===== config.mk =====
export PLATFORM = sky130hd
export DESIGN_NAME = conv_tile_scheduler
export DESIGN_NICKNAME = d
export VERILOG_FILES = /design/src/rtl/conv_ctrl_pkg.sv /design/src/rtl/tile_loop_counter.sv /design/src/rtl/conv_tile_scheduler.sv
export SDC_FILE = /design/constraint.sdc
export NUM_CORES = 1
export LEC_CHECK = 0
export ABC_CLOCK_PERIOD_IN_PS = 9100
export BUFFER_PORTS_ARGS = -buffer_cell sky130_fd_sc_hd__buf_2
export CAP_MARGIN = 30
export CORE_MARGIN = 3
export CORE_UTILIZATION = 60
export CTS_BUF_LIST = sky130_fd_sc_hd__clkbuf_4 sky130_fd_sc_hd__clkbuf_8
export CTS_CLUSTER_DIAMETER = 200
export DETAILED_ROUTE_END_ITERATION = 12
export PLACE_DENSITY = 0.85
export SETUP_SLACK_MARGIN = 0.3
export SYNTH_ARGS = -nofsm -noshare
export SYNTH_HDL_FRONTEND = slang
export SYNTH_SLANG_ARGS = --single-unit

===== constraint.sdc =====
create_clock -name clk -period 9.1 [get_ports clk]
set_input_delay 0.455 -clock clk [delete_from_list [all_inputs] [get_ports clk]]
set_output_delay 0.455 -clock clk [all_outputs]
set_load 0.02 [all_outputs]

===== src/rtl/conv_ctrl_pkg.sv =====
// Shared types and default widths for the convolution tile controllers.
package conv_ctrl_pkg;

  localparam int unsigned M_WIDTH  = 10;
  localparam int unsigned C_WIDTH  = 10;
  localparam int unsigned NT_WIDTH = 4;

  typedef enum logic [1:0] {
    IDLE  = 2'd0,
    ISSUE = 2'd1,
    WAIT  = 2'd2,
    FINAL = 2'd3
  } sched_state_t;

  // Latched layer descriptor; tile counts are already mapped so that 0 reads as 1.
  typedef struct packed {
    logic [NT_WIDTH-1:0] m_tiles;
    logic [NT_WIDTH-1:0] c_tiles;
    logic [M_WIDTH-1:0]  m_step;
    logic [C_WIDTH-1:0]  c_step;
  } tile_cfg_t;

endpackage


===== src/rtl/tile_loop_counter.sv =====
// Filter-outer / channel-inner tile loop with accumulated base addresses.
module tile_loop_counter
  import conv_ctrl_pkg::*;
(
  input  logic                  clk,
  input  logic                  reset,
  input  logic                  start,
  input  logic                  advance,
  input  logic                  zero_bases,
  input  tile_cfg_t             cfg,
  output logic [M_WIDTH-1:0]    filter_base,
  output logic [C_WIDTH-1:0]    channel_base,
  output logic                  last,
  output logic [2*NT_WIDTH-1:0] tile_count
);

  logic [NT_WIDTH-1:0]   mi_q, mi_d;
  logic [NT_WIDTH-1:0]   ci_q, ci_d;
  logic [M_WIDTH-1:0]    fb_q, fb_d;
  logic [C_WIDTH-1:0]    cb_q, cb_d;
  logic [2*NT_WIDTH-1:0] tc_q, tc_d;
  logic                  ci_last, mi_last;

  // Tile counts are at least 1, so index+1 never wraps before matching.
  assign ci_last = (ci_q + 1'b1) == cfg.c_tiles;
  assign mi_last = (mi_q + 1'b1) == cfg.m_tiles;

  always_comb begin
    mi_d = mi_q;
    ci_d = ci_q;
    fb_d = fb_q;
    cb_d = cb_q;
    tc_d = tc_q;
    if (start) begin
      mi_d = '0;
      ci_d = '0;
      fb_d = '0;
      cb_d = '0;
      tc_d = '0;
    end else begin
      if (advance) begin
        tc_d = tc_q + 1'b1;
        if (!ci_last) begin
          ci_d = ci_q + 1'b1;
          cb_d = cb_q + cfg.c_step;
        end else if (!mi_last) begin
          ci_d = '0;
          cb_d = '0;
          mi_d = mi_q + 1'b1;
          fb_d = fb_q + cfg.m_step;
        end
      end
      if (zero_bases) begin
        fb_d = '0;
        cb_d = '0;
      end
    end
  end

  always_ff @(posedge clk) begin
    if (reset) begin
      mi_q <= '0;
      ci_q <= '0;
      fb_q <= '0;
      cb_q <= '0;
      tc_q <= '0;
    end else begin
      mi_q <= mi_d;
      ci_q <= ci_d;
      fb_q <= fb_d;
      cb_q <= cb_d;
      tc_q <= tc_d;
    end
  end

  assign filter_base  = fb_q;
  assign channel_base = cb_q;
  assign last         = ci_last && mi_last;
  assign tile_count   = tc_q;

endmodule


===== src/rtl/conv_tile_scheduler.sv =====
// Layer controller: walks the filter x channel tile grid, one generator run per tile.
module conv_tile_scheduler #(
  parameter int unsigned M_WIDTH  = conv_ctrl_pkg::M_WIDTH,
  parameter int unsigned C_WIDTH  = conv_ctrl_pkg::C_WIDTH,
  parameter int unsigned NT_WIDTH = conv_ctrl_pkg::NT_WIDTH
) (
  input  logic                  clk,
  input  logic                  reset,
  input  logic                  cfg_valid,
  output logic                  cfg_ready,
  input  logic [NT_WIDTH-1:0]   cfg_m_tiles,
  input  logic [NT_WIDTH-1:0]   cfg_c_tiles,
  input  logic [M_WIDTH-1:0]    cfg_m_step,
  input  logic [C_WIDTH-1:0]    cfg_c_step,
  input  logic                  buf_almost_full,
  output logic                  gen_start,
  output logic                  gen_await,
  output logic [M_WIDTH-1:0]    gen_filter_base,
  output logic [C_WIDTH-1:0]    gen_channel_base,
  input  logic                  gen_done,
  output logic [2*NT_WIDTH-1:0] tile_count,
  output logic                  layer_done
);

  localparam logic [NT_WIDTH-1:0] OneTile = {{(NT_WIDTH-1){1'b0}}, 1'b1};

  conv_ctrl_pkg::sched_state_t state_q, state_d;
  conv_ctrl_pkg::tile_cfg_t    cfg_q, cfg_d;

  logic cfg_ready_q, cfg_ready_d;
  logic gen_start_q, gen_start_d;
  logic gen_await_q, gen_await_d;
  logic layer_done_q, layer_done_d;
  logic loop_start, loop_advance, loop_zero, loop_last;

  always_comb begin
    state_d      = state_q;
    cfg_d        = cfg_q;
    loop_start   = 1'b0;
    loop_advance = 1'b0;
    loop_zero    = 1'b0;
    unique case (state_q)
      conv_ctrl_pkg::IDLE: begin
        if (cfg_valid && cfg_ready_q) begin
          cfg_d.m_tiles = (cfg_m_tiles == '0) ? OneTile : cfg_m_tiles;
          cfg_d.c_tiles = (cfg_c_tiles == '0) ? OneTile : cfg_c_tiles;
          cfg_d.m_step  = cfg_m_step;
          cfg_d.c_step  = cfg_c_step;
          loop_start    = 1'b1;
          state_d       = conv_ctrl_pkg::ISSUE;
        end
      end
      conv_ctrl_pkg::ISSUE: state_d = conv_ctrl_pkg::WAIT;
      conv_ctrl_pkg::WAIT: begin
        if (gen_done) begin
          loop_advance = 1'b1;
          state_d      = loop_last ? conv_ctrl_pkg::FINAL : conv_ctrl_pkg::ISSUE;
        end
      end
      conv_ctrl_pkg::FINAL: begin
        loop_zero = 1'b1;
        state_d   = conv_ctrl_pkg::IDLE;
      end
      default: state_d = conv_ctrl_pkg::IDLE;
    endcase
  end

  // Outputs are registered from the next state so they line up with the state they decode.
  always_comb begin
    cfg_ready_d  = state_d == conv_ctrl_pkg::IDLE;
    gen_start_d  = state_d == conv_ctrl_pkg::ISSUE;
    layer_done_d = state_d == conv_ctrl_pkg::FINAL;
    gen_await_d  = buf_almost_full && (state_d != conv_ctrl_pkg::IDLE);
  end

  always_ff @(posedge clk) begin
    if (reset) begin
      state_q      <= conv_ctrl_pkg::IDLE;
      cfg_q        <= '0;
      cfg_ready_q  <= 1'b1;
      gen_start_q  <= 1'b0;
      gen_await_q  <= 1'b0;
      layer_done_q <= 1'b0;
    end else begin
      state_q      <= state_d;
      cfg_q        <= cfg_d;
      cfg_ready_q  <= cfg_ready_d;
      gen_start_q  <= gen_start_d;
      gen_await_q  <= gen_await_d;
      layer_done_q <= layer_done_d;
    end
  end

  tile_loop_counter u_loop (
    .clk          (clk),
    .reset        (reset),
    .start        (loop_start),
    .advance      (loop_advance),
    .zero_bases   (loop_zero),
    .cfg          (cfg_d),
    .filter_base  (gen_filter_base),
    .channel_base (gen_channel_base),
    .last         (loop_last),
    .tile_count   (tile_count)
  );

  assign cfg_ready  = cfg_ready_q;
  assign gen_start  = gen_start_q;
  assign gen_await  = gen_await_q;
  assign layer_done = layer_done_q;

endmodule


# Word-level counts from Yosys, hierarchy flattened
# Cells that the tools add are included.
[totals] regBits=70 elab_cells=57 in_bits=33
[op_classes] mux=17 bitwise=1 n_eq_ne=8 add_sub_neg=5 n_reduce_logical=12
[op_table] op="2-to-1 mux 28 bit" n=2
[op_table] op="adder 10 bit" n=2
[op_table] op="2-to-1 mux 10 bit" n=2
[op_table] op="2-to-1 mux 4 bit" n=4
[op_table] op="adder 4 x 1 -> 4 bit (second input constant)" n=2
[op_table] op="adder 8 x 1 -> 8 bit (second input constant)" n=1
[op_table] op="== test 4 bit" n=2
[op_table] op="zero test 4 bit" n=2
[op_table] op="case mux 2 bit (4 select lines)" n=1
[op_table] op="== test 2 bit (second input constant)" n=3
[op_table] op="2-to-1 mux 2 bit" n=3
[op_table] op="2-to-1 mux 1 bit" n=5
[op_table] op="== test 2 x 1 -> 1 bit (second input constant)" n=2
[op_table] op="zero test 2 bit" n=2
[op_table] op="logical AND 1 bit" n=3
[op_table] op="AND reduction 3 bit" n=1
[op_table] op="OR reduction 3 bit" n=1
[op_table] op="inequality test 2 bit (second input constant)" n=1
[op_table] op="AND reduction 2 bit" n=1
[op_table] op="nonzero test 2 bit" n=1
[op_table] op="OR reduction 2 bit" n=1
[op_table] op="inverter 1 bit" n=1

# Logic depth before layout (Yosys ltp)
# Gate-level depths: netlist of run 1.
[logic_depth] depth_word=11 depth_mapped=15 depth_no_buf=13

# Hierarchy
# From an unflattened synthesis of run 1, not the netlist that was laid out.
[unflattened] hier_cells=399 area_unflattened_um2=3877.5
[by_module_without_submodules] module="tile_loop_counter" instances=1 area_per_inst_um2=2351.0 cells_each=278
[by_module_without_submodules] module="conv_tile_scheduler" instances=1 area_per_inst_um2=1526.5 cells_each=121

# Least setup slack after synthesis of run 1
# No wires, ideal clock.
[synth_timing] path_type="reg2reg" startpoint="register cfg_ready_q, in the netlist cfg_ready" endpoint="register u_loop.fb_q[9], in the netlist u_loop.filter_base[9]" stages_incl_launch_ff=14 t_required_ns=9.029 n_path_buf=2 synth_period_minus_slack_ns=3.287 arrival_time_ns=3.216 path_slack_ns=5.813 setup_time_ns=0.071 cell_sequence="dfxtp_1 -> nor4bb_1 -> buf_4 -> buf_2 -> mux2i_1 -> inv_1 -> ha_1 -> a21o_1 -> a21oi_1 -> o21ai_0 -> o21ai_0 -> mux2i_1 -> or4_1 -> a21oi_1"
[synth_lines] item="from (decl)" line_no="conv_tile_scheduler.sv:30" rtl="logic cfg_ready_q, cfg_ready_d;"
[synth_lines] item="from (signal assigned)" line_no="conv_tile_scheduler.sv:87" rtl="cfg_ready_q <= cfg_ready_d;"
[synth_lines] item="to (signal assigned)" line_no="tile_loop_counter.sv:64" rtl="fb_q <= '0;"
[synth_lines] item="to (signal assigned)" line_no="tile_loop_counter.sv:70" rtl="fb_q <= fb_d;"
[synth_lines] item="to (decl)" line_no="tile_loop_counter.sv:19" rtl="logic [M_WIDTH-1:0] fb_q, fb_d;"

==> results.sh, run 1 <==
export IMPL_die_area_mm2=0.00705
export IMPL_io_pins=65
export IMPL_ctsHoldBuffers=0
export IMPL_syn_inst=429
export IMPL_clock_path_buffers=2
export IMPL_tightest_slew_ns=0.916
export IMPL_synth_edff_count=0
export IMPL_clk_pin_slew_ns=0.08
export IMPL_die_x_um=84.0
export IMPL_dpl_cell_count=550
export IMPL_syn_avg_cell_area_um2=8.50
export IMPL_drv_slew=0
export IMPL_viasPerCell=5.67
export IMPL_tns_ns=0
export IMPL_period_needed_ns=3.59
export IMPL_slew_headroom=0.389
export IMPL_cts_made_buffers=9
export IMPL_cts_htree_levels=3
export IMPL_grt_setup_unrepaired="no"
export IMPL_crit_path_max_fanout=34
export IMPL_start_util=0.639
export IMPL_synthFlopType="dfxtp_1"
export IMPL_ys_warn_count=0
export IMPL_synth_most_common_cell="nand2_1"
export IMPL_antenna_left=0
export IMPL_power_density_mw_per_mm2=166
export IMPL_hold_viol_final=0
export IMPL_post_cts_setup_buffer_count=0
export IMPL_post_cts_resized=0
export IMPL_clk_latency_ns=0.34
export IMPL_ys_seq_area_frac=0.384
export IMPL_worstPathArrival_ns=3.86
export IMPL_ys_types=50
export IMPL_leakage_nw=1.99
export IMPL_power_mw=0.700
export IMPL_antenna_found_initial=0
export IMPL_cts_sinks=70
export IMPL_skew_ns=0.00759
export IMPL_yosys_area_top_type="dfxtp_1"
export IMPL_cap_violations=0
export IMPL_ys_top_cells_by_area="dfxtp_1 (38%), nand2_1 (7.9%), ha_1 (7.2%)"
export IMPL_period_share=0.395
export IMPL_dp_hpwl_um=5960
export IMPL_crit_path_end_kind="register"
export IMPL_cp_required_ns=9.37
export IMPL_routed_wl_um=8180
export IMPL_num_vias=3206
export IMPL_ctsRootBufferMaster="clkbuf_8"
export IMPL_grt_pass1_vias=3100
export IMPL_drive_above_1_share=0.189
export IMPL_gp_congestion=0.829
export IMPL_utilization=0.737
export IMPL_grt_pass1_wl_um=13900
export IMPL_synth_top_cell_area_share=0.384
export IMPL_drt_initial_drc_count=166
export IMPL_avgRoutedWirePerCell_um=14.5
export IMPL_grt_start_max_net_pins=35
export IMPL_final_nets=545
export IMPL_fmax_mhz=278
export IMPL_async_reset_ff_frac=0
export IMPL_grt_usage=0.242
export IMPL_place_port_buffers=64
export IMPL_peakVddDrop_uv=124
export IMPL_rows=27
export IMPL_core_area_mm2=0.00571
export IMPL_firstDrtPassIters=4
export IMPL_drc=0
export IMPL_overflow=0
export IMPL_die_y_um=84.0
export IMPL_start_kind="register"
export IMPL_diodes=0
export IMPL_area_delta_synth_final_pct=15.3
export IMPL_setup_viol=0
export IMPL_min_path_type="input pin to register"
export IMPL_ys_ff_latch=70
export IMPL_netlist_area_mm2=0.00365
export IMPL_cts_tree="yes"
export IMPL_outcome="finished, final reports clean"
export IMPL_instances_no_fill=565
export IMPL_yosys_top_cells_count="nand2_1 (77), dfxtp_1 (70), a21oi_1 (43)"
export IMPL_worstSetupPathType="register to register"
export IMPL_synthesis_nets=485
export IMPL_fill_cells=454
-- cells in the final DEF (no fill, tap or decap), drive strengths merged, types with 6 or more instances in the layout --
master   n
xor2    14
buf     67
nand2b   8
clkbuf  11
nand2   77
xnor2   16
or3      6
nor3    12
mux2i   15
o21ai   13
nor2b    6
dfxtp   70
inv      7
ha      21
nand3    9
a21oi   43
a32o     9
nor2    35
-- critical path, stage by stage, from the launching register on --
cell      delay (ns)
dfxtp_1         0.40
nor4bb_4        0.29
buf_4           0.38
mux2i_1         0.37
inv_1           0.10
ha_1            0.28
a21o_1          0.16
a21oi_1         0.20
o21ai_0         0.15
o21ai_0         0.37
mux2i_1         0.15
or4_1           0.48
a21oi_1         0.16
-- sequential cells by signal (all words and copies together), names as in the netlist --
signal               count
cfg_q                   28
cfg_ready                1
gen_await                1
gen_start                1
layer_done               1
state_q                  2
u_loop.channel_base     10
u_loop.ci_q              4
u_loop.filter_base      10
u_loop.mi_q              4
u_loop.tile_count        8
-- power breakdown --
part / leakage, nW / switching (mW) / internal, mW / total, mW
sequential: 0.569 / 0.00675 / 0.320 / 0.327
combinational: 1.32 / 0.0761 / 0.0470 / 0.123
clock: 0.0986 / 0.115 / 0.135 / 0.250
-- per-stage QoR --
step / hold WS [ns] / setup WS [ns] / area (µm²)
final: 0.354 / 5.51 / 4210
after global routing: 0.359 / 5.22 / 4210
after CTS: 0.353 / 5.51 / 4210
after detailed placement: 0.458 / 5.48 / 4020
after global placement: 0.450 / 5.67 / 4010
after floorplan: 0.444 / 5.81 / 3650
-- layer usage --
layer | track usage | vias up | share of wire
met3 | 0.0434 | 14 | 0.056
met1 | 0.300 | 1490 | 0.44
li1 | - | 1619 | -
met5 | 0 | - | 0
met2 | 0.407 | 83 | 0.48
met4 | 0.110 | 0 | 0.017
-- worst paths after layout --
check,cells past startpoint,end,slack [ns],start
min,3,gen_await,0.35,buf_almost_full
min reg2reg,2,cfg_q[6],0.46,cfg_q[6]
max,12,u_loop.filter_base[9],5.51,state_q[1]
max reg2reg,12,u_loop.filter_base[9],5.51,state_q[1]
-- cells by family after synthesis --
| group | count (synthesis) | synth area share |
|---|---|---|
| mux | 16 | 0.0442 |
| flops | 70 | 0.384 |
| fa+ha+maj | 23 | 0.0830 |
| compound gates | 92 | 0.167 |
| simple gates | 173 | 0.220 |
| buf+inv | 25 | 0.0295 |
| xor+xnor | 30 | 0.0720 |
-- cell type report --
type	instances	area, µm²	share of cell area
clock inverter	4	47.5	0.0113
inverter	7	26.3	0.00624
tap	72	90.1	0.0214
sequential	70	1400	0.333
timing repair buffer	67	343	0.0815
multi-input combinational	334	2150	0.512
clock buffer	11	145	0.0345
Power figures use the tool's default switching activity.
==> run 2: changes to the inputs <==
ABC_CLOCK_PERIOD_IN_PS = 3600   (was 9100)
CORE_UTILIZATION = 58   (was 60)
PLACE_DENSITY = 0.82   (was 0.85)
clock period = 3.6 ns   (was 9.1 ns; I/O delays follow)
==> run 2 against run 1 <==
Compared with the run above: flip-flop and latch count unchanged; maximum frequency up 14%; first-iteration DRC count up 52%; critical path type unchanged; largest cell class unchanged; largest power group unchanged.
==> results.sh, run 2 (synthesized netlist as in run 1, its figures left out) <==
export IMPL_outcome="finished, final reports clean"
export IMPL_grt_setup_unrepaired="yes"
export IMPL_grt_pass1_vias=3195
export IMPL_cap_violations=0
export IMPL_cts_htree_levels=3
export IMPL_die_y_um=85.3
export IMPL_grt_start_max_net_pins=34
export IMPL_place_port_buffers=64
export IMPL_power_density_mw_per_mm2=456
export IMPL_peakVddDrop_uv=286
export IMPL_drc=0
export IMPL_worstSetupPathType="register to register"
export IMPL_regToRegStartpoint="state_q[0]"
export IMPL_multi_input_area_mm2=0.00217
export IMPL_io_pins=65
export IMPL_whs_path_depth=3
export IMPL_crit_path_end_kind="register"
export IMPL_area_delta_synth_final_pct=18.9
export IMPL_diodes=0
export IMPL_drive_above_1_share=0.206
export IMPL_overflow=0
export IMPL_regArea_mm2=0.00140
export IMPL_avgRoutedWirePerCell_um=15.9
export IMPL_tightest_slew_ns=0.746
export IMPL_start_util=0.609
export IMPL_slew_headroom=0.502
export IMPL_crit_path_max_fanout=9
export IMPL_clock_path_buffers=2
export IMPL_fill_cells=457
export IMPL_leakage_nw=2.05
export IMPL_firstDrtPassIters=7
export IMPL_drv_slew=0
export IMPL_period_needed_ns=3.15
export IMPL_cts_made_buffers=9
export IMPL_tns_ns=0
export IMPL_rr_worst_depth=12
export IMPL_fmax_mhz=317
export IMPL_cts_tree="yes"
export IMPL_hp_start="buf_almost_full"
export IMPL_period_share=0.875
export IMPL_grt_usage=0.254
export IMPL_antenna_left=0
export IMPL_place_area_mm2=0.00406
export IMPL_top_register="cfg_q"
export IMPL_ctsRootBufferMaster="clkbuf_8"
export IMPL_final_common_cell="nand2_1"
export IMPL_setup_viol=0
export IMPL_power_mw=1.98
export IMPL_gp_congestion=0.860
export IMPL_viasPerCell=5.90
export IMPL_cp_required_ns=3.85
export IMPL_start_kind="register"
export IMPL_largest_reg_flops=28
export IMPL_clk_pin_slew_ns=0.07
export IMPL_min_path_type="input pin to register"
export IMPL_core_area_mm2=0.00599
export IMPL_final_nets=551
export IMPL_skew_ns=0.00645
export IMPL_final_cell_mix="nand2_1 (77), dfxtp_1 (70), buf_2 (64), a21oi_1 (43), nor2_1 (35)"
export IMPL_die_area_mm2=0.00728
export IMPL_grt_pass1_wl_um=14700
export IMPL_antenna_found_initial=0
export IMPL_cts_sinks=70
export IMPL_worstPathArrival_ns=3.40
export IMPL_clk_latency_ns=0.35
export IMPL_instances_no_fill=575
export IMPL_dp_hpwl_um=6350
export IMPL_design_area_mm2=0.00434
export IMPL_utilization=0.724
export IMPL_drt_initial_drc_count=253
export IMPL_rows=28
export IMPL_die_x_um=85.3
export IMPL_ctsHoldBuffers=0
export IMPL_hold_viol_final=0
export IMPL_num_vias=3395
export IMPL_dpl_cell_count=558
export IMPL_startpoint="state_q[0]"
export IMPL_routed_wl_um=9160
run 2: final cells by class:
| class | count | share of cell area |
|---|---|---|
| well taps | 75 | 0.0216 |
| repair buffers | 73 | 0.0903 |
| flip-flops and latches | 70 | 0.323 |
| clock buffers | 13 | 0.0384 |
| inverters | 7 | 0.00606 |
| multi-input cells | 334 | 0.500 |
| clock inverters | 3 | 0.0208 |
run 2: path summary, 6_finish.rpt:
| check | end | slack (ns) |
|---|---|---|
| worst max-delay path | u_loop.channel_base[8] | 0.45 |
| worst min-delay path | gen_await | 0.04 |
| worst max register to register | u_loop.channel_base[8] | 0.45 |
| worst min register to register | cfg_q[7] | 0.47 |
run 2: metrics by stage:
| step | worst slack, ns | hold slack, ns |
|---|---|---|
| floorplan | 0.313 | 0.257 |
| finish | 0.448 | 0.0445 |
| CTS | 0.363 | 0.0335 |
| detailed placement | 0.303 | 0.409 |
| global route | 0.245 | 0.0341 |
| global placement | 0.453 | 0.394 |
run 2: what timing repair did:
action	CTS	global route
pin swaps	0	1
buffers inserted	0	1
endpoints found under the setup margin	1	4
resized for setup	1	4
run 2: report_power, final:
group | internal (mW) | switching [mW]
Sequential | 0.808 | 0.0196
Combinational | 0.130 | 0.205
Clock | 0.514 | 0.302
run 2: worst max-delay path, stage by stage, from the launching register on:
cell,delay (ns)
dfxtp_1,0.40
nand4bb_2,0.48
nand2_1,0.20
nand2_1,0.07
ha_1,0.21
fa_1,0.43
a21o_1,0.19
a21oi_1,0.23
nor2b_1,0.10
o221ai_1,0.21
a21boi_0,0.15
xor2_1,0.17
a32o_1,0.21
run 2: metal layers:
metal | part of all wire | up-vias | GRT usage | wire length, µm
met5 | 0 | - | 0 | 0
met3 | 0.081 | 17 | 0.0524 | 746
met2 | 0.49 | 158 | 0.424 | 4480
li1 | - | 1641 | - | -
met1 | 0.41 | 1579 | 0.310 | 3770
met4 | 0.019 | 0 | 0.127 | 171
==> run 3: changes to the inputs <==
PLACE_DENSITY = 0.9   (was 0.82)
==> run 3 against run 2 <==
Compared with the run above: first-iteration DRC count fell by 7.1%; wire length is 7.0% lower; utilization down 1.4 points; critical path type unchanged; highest routed layer unchanged; largest cell class unchanged; clock skew grew 0.00083 ns; cell area decreased by 1.9%; die area unchanged; worst hold slack worse by 0.0089 ns; sequential share of layout area up 0.64 points; combinational power is 3% lower; register-to-register slack better by 0.02 ns; setup slack improved by 0.023 ns.
==> results.sh, run 3 (synthesized netlist as in run 1, its figures left out) <==
export IMPL_final_common_cell="nand2_1"
export IMPL_design_area_mm2=0.00425
export IMPL_die_x_um=85.3
export IMPL_drive_above_1_share=0.197
export IMPL_cts_sinks=70
export IMPL_top_register="cfg_q"
export IMPL_cts_made_buffers=9
export IMPL_viasPerCell=5.78
export IMPL_hold_viol_final=0
export IMPL_grt_setup_unrepaired="no"
export IMPL_met3_usage=0.0621
export IMPL_diodes=0
export IMPL_slew_headroom=0.541
export IMPL_dp_hpwl_um=6000
export IMPL_leakage_nw=2.01
export IMPL_grt_pass1_vias=3144
export IMPL_tightest_slew_ns=0.685
export IMPL_drt_initial_drc_count=235
export IMPL_skew_ns=0.00727
export IMPL_drv_slew=0
export IMPL_setup_viol=0
export IMPL_rr_worst_depth=13
export IMPL_core_area_mm2=0.00599
export IMPL_rows=28
export IMPL_overflow=0
export IMPL_cp_required_ns=3.85
export IMPL_multi_input_area_mm2=0.00216
export IMPL_crit_path_max_fanout=24
export IMPL_io_pins=65
export IMPL_routed_wl_um=8520
export IMPL_cts_tree="yes"
export IMPL_ctsRootBufferMaster="clkbuf_8"
export IMPL_final_cell_mix="nand2_1 (77), dfxtp_1 (70), buf_2 (64), a21oi_1 (43), nor2_1 (35)"
export IMPL_grt_use_met1=0.288
export IMPL_cts_htree_levels=3
export IMPL_num_vias=3307
export IMPL_clk_pin_slew_ns=0.07
export IMPL_worstSetupPathType="register to register"
export IMPL_ctsHoldBuffers=0
export IMPL_antenna_left=0
export IMPL_final_nets=548
export IMPL_clock_path_buffers=2
export IMPL_place_port_buffers=64
export IMPL_gr_usage_met2=0.407
export IMPL_clk_latency_ns=0.35
export IMPL_tns_ns=0
export IMPL_min_path_type="input pin to register"
export IMPL_power_density_mw_per_mm2=425
export IMPL_area_delta_synth_final_pct=16.6
export IMPL_grt_pass1_wl_um=14000
export IMPL_avgRoutedWirePerCell_um=14.9
export IMPL_grt_start_max_net_pins=34
export IMPL_die_y_um=85.3
export IMPL_die_area_mm2=0.00728
export IMPL_firstDrtPassIters=4
export IMPL_peakVddDrop_uv=275
export IMPL_fill_cells=455
export IMPL_largest_reg_flops=28
export IMPL_worstPathArrival_ns=3.38
export IMPL_antenna_found_initial=0
export IMPL_period_needed_ns=3.13
export IMPL_start_util=0.609
export IMPL_grt_busiest_layer="met2"
export IMPL_outcome="finished, final reports clean"
export IMPL_crit_path_end_kind="register"
export IMPL_power_mw=1.81
export IMPL_gp_congestion=0.839
export IMPL_regArea_mm2=0.00140
export IMPL_cap_violations=0
export IMPL_drc=0
export IMPL_start_kind="register"
export IMPL_place_area_mm2=0.00403
export IMPL_whs_path_depth=3
export IMPL_grt_usage=0.242
export IMPL_period_share=0.869
export IMPL_fmax_mhz=320
run 3: final timing paths:
| check | start | to | slack [ns] |
|---|---|---|---|
| worst max-delay path | state_q[0] | u_loop.channel_base[8] | 0.47 |
| worst min-delay path | buf_almost_full | gen_await | 0.04 |
| worst max register to register | state_q[0] | u_loop.channel_base[8] | 0.47 |
| worst min register to register | cfg_q[5] | cfg_q[5] | 0.46 |
run 3: per-layer routing:
| metal | share of wire | vias to the layer above |
|---|---|---|
| met5 | 0 | - |
| met4 | 0.019 | 0 |
| met3 | 0.052 | 15 |
| met2 | 0.49 | 91 |
| met1 | 0.44 | 1580 |
| li1 | - | 1621 |
run 3: repair_timing:
action,in CTS,in global routing
endpoints found under the hold margin,0,0
resized for setup,0,3
buffers inserted,0,1
setup endpoints to repair,0,2
run 3: report_power, final:
| part | total [mW] | switching (mW) | internal [mW] |
|---|---|---|---|
| Sequential | 0.826 | 0.0175 | 0.808 |
| Combinational | 0.325 | 0.199 | 0.126 |
| Clock | 0.655 | 0.292 | 0.363 |
| Total | 1.81 | 0.509 | 1.30 |
run 3: stage by stage:
stage	utilization	std cells	hold WS, ns	setup WS, ns
floorplan	-	429	0.257	0.313
global placement	0.673	555	0.393	0.580
detailed placement	0.673	555	0.402	0.397
CTS	0.707	571	0.0230	0.374
global route	0.710	572	0.0137	0.303
finish	0.710	572	0.0356	0.472
run 3: final cells by class:
type                            instances  share of cell area
Clock inverter                          3              0.0103
Timing Repair Buffer                   70              0.0868
Tap cell                               75              0.0221
Inverter                                7             0.00618
Sequential cell                        70               0.330
Clock buffer                           13              0.0377
Multi-Input combinational cell        334               0.508
run 3: worst max-delay path, cell delays in order (launching register included):
cell and delay [ns]:
dfxtp_1 0.40, nand4bb_1 0.26, buf_4 0.25, nand2_1 0.12
nand2_1 0.06, ha_1 0.20, fa_1 0.40, a21o_1 0.19
a21oi_1 0.26, nor2b_1 0.12, o221ai_1 0.24, a21boi_0 0.16
xor2_1 0.16, a32o_1 0.20
